`config.mk`:
```
export PLATFORM = sky130hd
export DESIGN_NAME = kb_scan_ctrl
export DESIGN_NICKNAME = d
export VERILOG_FILES = /design/src/rtl/kb_scan_ctrl.sv
export SDC_FILE = /design/constraint.sdc
export NUM_CORES = 1
export LEC_CHECK = 0
export ABC_CLOCK_PERIOD_IN_PS = 6450
export CELL_PAD_IN_SITES_DETAIL_PLACEMENT = 2
export CELL_PAD_IN_SITES_GLOBAL_PLACEMENT = 2
export CORE_MARGIN = 3
export CORE_UTILIZATION = 30
export DETAILED_ROUTE_END_ITERATION = 6
export GPL_ROUTABILITY_DRIVEN = 1
export HOLD_SLACK_MARGIN = 0.12
export PLACE_DENSITY = 0.69
export RECOVER_POWER = 25
export SLEW_MARGIN = 20
export SYNTH_ARGS = -nofsm -noshare
export SYNTH_HDL_FRONTEND = slang
export SYNTH_SLANG_ARGS = --single-unit
```
`constraint.sdc`:
```
create_clock -name i_clk -period 6.45 [get_ports i_clk]
set_input_delay 1.29 -clock i_clk [delete_from_list [all_inputs] [get_ports i_clk]]
set_output_delay 1.29 -clock i_clk [all_outputs]
set_load 0.03 [all_outputs]
```
`src/rtl/kb_scan_ctrl.sv`:
```
// PS/2 scan-code sequencer: folds E0/F0 prefixes into key events,
// buffers them in a FWFT FIFO and owns receiver recovery.
module kb_scan_ctrl #(
  parameter int FIFO_DEPTH     = 8,
  parameter int TIMEOUT_CYCLES = 50000
) (
  input  logic                          i_clk,
  input  logic                          i_rst,
  input  logic                          i_frame_valid,
  input  logic [7:0]                    i_frame_data,
  input  logic                          i_frame_err,
  output logic                          o_rx_clear,
  output logic                          o_key_valid,
  output logic [7:0]                    o_key_code,
  output logic                          o_key_ext,
  output logic                          o_key_break,
  input  logic                          i_key_ready,
  output logic                          o_overflow,
  input  logic                          i_ovf_clr,
  output logic [$clog2(FIFO_DEPTH):0]   o_fifo_count
);

  localparam int AW = $clog2(FIFO_DEPTH);
  localparam int CW = AW + 1;
  localparam int TW = $clog2(TIMEOUT_CYCLES);
  localparam logic [TW-1:0] TMO_MAX = TW'(TIMEOUT_CYCLES - 1);
  localparam logic [CW-1:0] FULL_CNT = CW'(FIFO_DEPTH);

  typedef enum logic [1:0] {
    IDLE,
    GOT_E0,
    GOT_F0,
    GOT_E0F0
  } state_t;

  state_t        r_state;
  logic [TW-1:0] r_tmo;
  logic          r_rx_clear;

  logic [9:0]    r_mem [FIFO_DEPTH];
  logic [AW-1:0] r_wptr;
  logic [AW-1:0] r_rptr;
  logic [CW-1:0] r_count;
  logic          r_ovf;

  logic w_acc;
  logic w_is_e0;
  logic w_is_f0;
  logic w_push;
  logic w_ext;
  logic w_brk;
  logic w_full;
  logic w_pop;
  logic w_wr;
  logic w_drop;

  assign w_acc   = i_frame_valid && !i_frame_err;
  assign w_is_e0 = (i_frame_data == 8'hE0);
  assign w_is_f0 = (i_frame_data == 8'hF0);
  assign w_push  = w_acc && !w_is_e0 && !w_is_f0;
  assign w_ext   = (r_state == GOT_E0) || (r_state == GOT_E0F0);
  assign w_brk   = (r_state == GOT_F0) || (r_state == GOT_E0F0);

  always_ff @(posedge i_clk or posedge i_rst) begin
    if (i_rst) begin
      r_state    <= IDLE;
      r_tmo      <= '0;
      r_rx_clear <= 1'b0;
    end else begin
      r_rx_clear <= 1'b0;
      if (i_frame_err) begin
        r_state    <= IDLE;
        r_tmo      <= '0;
        r_rx_clear <= 1'b1;
      end else if (i_frame_valid) begin
        r_tmo <= '0;
        unique case (1'b1)
          w_is_e0: r_state <= (r_state == IDLE || r_state == GOT_E0)
                              ? GOT_E0 : GOT_E0F0;
          w_is_f0: r_state <= (r_state == GOT_E0 || r_state == GOT_E0F0)
                              ? GOT_E0F0 : GOT_F0;
          default: r_state <= IDLE;
        endcase
      end else if (r_state != IDLE) begin
        // a stalled prefix is abandoned and the receiver resynced
        if (r_tmo == TMO_MAX) begin
          r_state    <= IDLE;
          r_tmo      <= '0;
          r_rx_clear <= 1'b1;
        end else begin
          r_tmo <= r_tmo + TW'(1);
        end
      end
    end
  end

  assign w_full = (r_count == FULL_CNT);
  assign w_pop  = (r_count != '0) && i_key_ready;
  assign w_wr   = w_push && (!w_full || w_pop);
  assign w_drop = w_push && w_full && !w_pop;

  always_ff @(posedge i_clk or posedge i_rst) begin
    if (i_rst) begin
      for (int i = 0; i < FIFO_DEPTH; i++) r_mem[i] <= '0;
      r_wptr  <= '0;
      r_rptr  <= '0;
      r_count <= '0;
      r_ovf   <= 1'b0;
    end else begin
      if (w_wr) begin
        r_mem[r_wptr] <= {w_ext, w_brk, i_frame_data};
        r_wptr        <= r_wptr + AW'(1);
      end
      if (w_pop) r_rptr <= r_rptr + AW'(1);
      r_count <= r_count + CW'(w_wr) - CW'(w_pop);
      if (w_drop)         r_ovf <= 1'b1;
      else if (i_ovf_clr) r_ovf <= 1'b0;
    end
  end

  assign o_rx_clear   = r_rx_clear;
  assign o_key_valid  = (r_count != '0);
  assign o_key_ext    = r_mem[r_rptr][9];
  assign o_key_break  = r_mem[r_rptr][8];
  assign o_key_code   = r_mem[r_rptr][7:0];
  assign o_overflow   = r_ovf;
  assign o_fifo_count = r_count;

endmodule

```
# Yosys cells after proc, flatten, opt, wreduce, memory -nomap -nowiden
# Index checks and enable logic that the tools add are counted.
# word_totals
mem_count,0
output_inout_bits,17
latchBits,0
reg_bits,110
ram_bits,0
romBits,0
# op_classes
add_sub_neg,5
n_shift,0
mux,23
n_mul,0
order_cmp,3
div_mod_pow,0
eq_ne,7
bitwise_logic,2
reduce_logical,24
# ops
operator,count
$bwmux 80,1
$mux 16,4
$bmux 10 s3,1
$demux 10 s3,1
$mux 10,3
$add 16x1->16 const B,1
$eq 16x16->1 const B,1
$eq 8x8->1 const B,2
$mux 2,5
$ge 4x4->1 const B,2
$logic_and 1x1->1,8
$not 3->4,2
$mux 1,7
$add 3x1->3 const B,2
$reduce_bool 3->1,2
$logic_not 1->1,5
$add 4x1->4,1
$eq 2x2->1 const B,2
$eq 4x4->1 const B,1
$logic_or 1x1->1,4
$lt 4x1->1 const B,1
$pmux 2 s2,1
$reduce_bool 2->1,2
$reduce_bool 4->1,1
4 further kinds,4

# Longest topological paths before layout
# depth
depth_word,7
ltp_mapped,11
ltp_nobuf,11

# Least setup slack after synthesis
# No wires, ideal clock.
# synth_path
path_kind,register to output
startpoint,register r_rptr[1]
endpoint,output port o_key_break
n_path_buf,2
setup_slack_ns,3.311
t_required_ns,5.160
stages_incl_launch_ff,5
arrival_time_ns,1.849
path_cell_list,dfrtp_1 > buf_1 > buf_1 > mux4_2 > mux2_2
# synth_between
elab_chain_cells,4
# synth_rtl
element,line_no,source
start: declaration,42,logic [AW-1:0] r_rptr;
start signal: assignment,114,if (w_pop) r_rptr <= r_rptr + AW'(1);
$not 3->4 (implied by the code),124,assign o_key_break = r_mem[r_rptr][8];
$bmux 10 s3,124,
$mux 10 (2 in a row),n/a,
end: declaration,16,"output logic o_key_break,"
# Every way passes these cells. The select of a mux whose other input is x is not followed.

# Worst setup path in the final report
# layout_path
startpoint,register r_rptr[0]
endpoint,output port o_key_code[4]
# layout_between
elab_chain_cells,4
# layout_rtl
element,line_no,source
$not 3->4 (implied by the code),125,assign o_key_code = r_mem[r_rptr][7:0];
$bmux 10 s3,125,
$mux 10 (implied by the code) (2 in a row),125,
end: declaration,14,"output logic [7:0] o_key_code,"
# Every way passes these cells. The select of a mux whose other input is x is not followed.

==> metrics.yaml <==
status: "finished, violations left"
violations: "capacitance limit, slew limit"
cts_tree: "done"
cts_buffers: 9
antenna_found_initial: 0
num_rows: 47
postSynthCellCount: 380
ys_seq_area_share_pct: 52.1
die-area_sq_um: 19200
grt_overflow: 0
routed_wl_um: 12700
cts_resized: 0
routed.top_layer: "met4"
drt-wirelength-per-cell_um: 20.1
wl_met3_um: 228
yosys_warnings: 0
r2r-end: "r_mem[61]"
cts-hold-fix-buffers: 0
drive_above_1_share_pct: 33.2
cts_sinks: 110
grt_pass1_wl_um: 20900
clockBufferDepth: 2
yosysTopAreaCell: "dfrtp_1"
die_x_um: 139
hold_depth: 1
antenna_left: 0
leakagePower_nw: 2.52
hold_viol_final: 0
ys.flop_type: "dfrtp_1"
hpwl_um: 8320
firstDrtPassIters: 4
cts_max_level: 3
viasPerCell: 5.17
slowest_delay_ns: 0.60
vdd_drop_max_mv: 0.249
place_congestion: 0.748
finalSetupTns_ns: 0
whs_ns: 0.507
synthArstFlopShare_pct: 100
grt_start_max_net_pins: 61
min_to: "r_mem[39]"
cp_data_arrival_time_ns: 2.75
relSlewSlack_pct: -81.6
finalCritPeriodShare_pct: 62.6
maxSlewViolCount: 61
syn_area_sq_um: 5280
fmax_mhz: 248
tightest_slew_ns: 2.71
dpl.cell_count: 615
path_cells: "buf_4 > mux4_2 > mux2_2 > clkdlybuf4s50_1"
grt_usage_pct: 13.7
worstRegToRegCells: 6
initial_core_util_pct: 31.3
final_cells: 630
cp_slowest_cell: "clkdlybuf4s50_1"
fin_util_pct: 36.1
ys_types: 43
finalSetupViolations: 0
clock-root-buffer: "clkbuf_16"
clkLatencyLatePin_ns: 0.36
dp_slack_ns: 2.14
wl_met1_um: 5990
reg2reg_slack_ns: 3.86
synth_area_leaders: "dfrtp_1 (52%), mux2_2 (19%), mux4_2 (8.5%)"
io_pins: 31
r2r-start: "o_fifo_count[2]"
synth_nets: 404
syn_to_final_growth_pct: 15.4
wl_met2_um: 6260
synth_edf_count: 0
dpl-instance-area_sq_um: 5820
core_area_sq_um: 16900
dr_total_vias: 3260
numPortBuffers: 30
critPathKind: "flip-flop to primary output"
grt_setup_unrepaired: "no"
die_y_um: 139
post-cts-setup-buffers: 0
max_cap_violations: 1
cp.required_ns: 5.16
powerDensity_nw_per_um2: 441
layout.nets: 430
worstPathMaxFanout: 17
ys_ff_latch: 110
syn_avg_cell_area_sq_um: 13.9
grt_pass1_vias: 3680
clock_skew_ns: 0.0109
drtIter0Drc: 120
endpoint_kind: "primary output"
clk_pin_slew_ns: 0.07
p_total_mw: 2.69
fin_area_sq_um: 6100
min_from: "r_mem[39]"
hold_class: "flip-flop to flip-flop"
drc: 0
cp-start-kind: "flip-flop"
period_minus_slack_ns: 4.04
fin_ws_ns: 2.41
synth_top_area_share_pct: 52.1
antennaDiodeCount: 0
-- worst max path at each step --
stage	from	endpoint	slack, ns
finish	r_rptr[0]	o_key_code[4]	2.41
global route	i_rst	r_mem[40]	2.21
CTS	r_rptr[0]	o_key_code[7]	2.36
detailed placement	i_frame_data[0]	o_fifo_count[3]	2.14
global placement	i_frame_data[0]	o_fifo_count[1]	2.34
floorplan	i_rst	o_fifo_count[0]	2.26
-- area by class of cell --
cell class	instances	area, sq um
fillers	1699	10800
flip-flops and latches	110	2750
multi-input cells	237	2410
repair buffers	35	338
well taps	220	275
clock buffers	12	246
inverters	13	50.0
clock inverters	3	26.3
-- metal layers --
layer	track usage, %	up-vias
met5	0	-
li1	-	1457
met4	4.48	0
met2	22.2	33
met3	2.45	13
met1	18.8	1757
-- flip-flops by register name (all words and copies together), names as in the netlist --
signal,cells
o_fifo_count,4
r_rptr,3
o_rx_clear,1
r_mem,80
o_overflow,1
r_state,2
r_wptr,3
r_tmo,16
-- cells in the final DEF, fill, tap and decap left out, types with 2 or more instances in the layout --
cell	n
xor2_1	2
dfrtp_1	110
inv_6	3
clkdlybuf4s50_1	27
nand4_1	8
nand4b_1	3
o41ai_1	2
o211ai_1	2
nor3b_1	3
buf_4	5
a21oi_1	5
clkbuf_16	9
nor2b_1	2
dlygate4sd3_1	3
nand2b_1	2
nand3_1	8
nand3b_1	4
inv_1	12
nand2_1	8
nor4b_1	3
nor4_1	6
nor4_4	2
mux4_2	20
xnor2_1	15
ha_1	9
nor2_1	17
nor3_1	5
mux2_2	91
and3_1	2
and4_1	3
clkbuf_1	2
-- report_power, final --
group | total [mW] | internal, mW | leakage [nW] | switching (mW)
registers | 1.08 | 0.919 | 1.41 | 0.166
logic | 1.07 | 0.584 | 0.975 | 0.488
clock network | 0.533 | 0.276 | 0.134 | 0.258
-- kinds of logic (layout without fill, tap and decap cells) --
kind of cell	count (synthesis)	after routing	synth area share [%]
AOI/OAI and AO/OA	17	17	2.23
xor gates and xnor gates	17	17	2.82
adders and majority gates	10	10	2.51
buffers and inverters	33	63	2.56
DFF	110	110	52.1
muxes	113	113	28.3
and+or+nand+nor	80	80	9.45
-- synth_stat cells, types with 2 or more instances --
cell type and n:
dfrtp_1 110, mux2_2 91, mux4_2 20, nor2_1 17, xnor2_1 15, inv_1 13
clkbuf_1 9, ha_1 9, nand2_1 8, nand3_1 8, nand4_1 8, nor4_1 7
a21oi_1 5, buf_2 5, nor3_1 5, buf_1 4, nand3b_1 4, nor4b_1 4
and4_1 3, nand4b_1 3, nor3b_1 3, and3_1 2, nand2b_1 2, nor2b_1 2
nor4_4 2, o211ai_1 2, o41ai_1 2, xor2_1 2
-- worst max-delay path: cells and delay by family (launching register included) --
family	cells	cell delay (ns)
DFF	1	0.51
muxes	2	0.88
buffers and inverters	2	1.01
(Power assumes the default switching activity.)
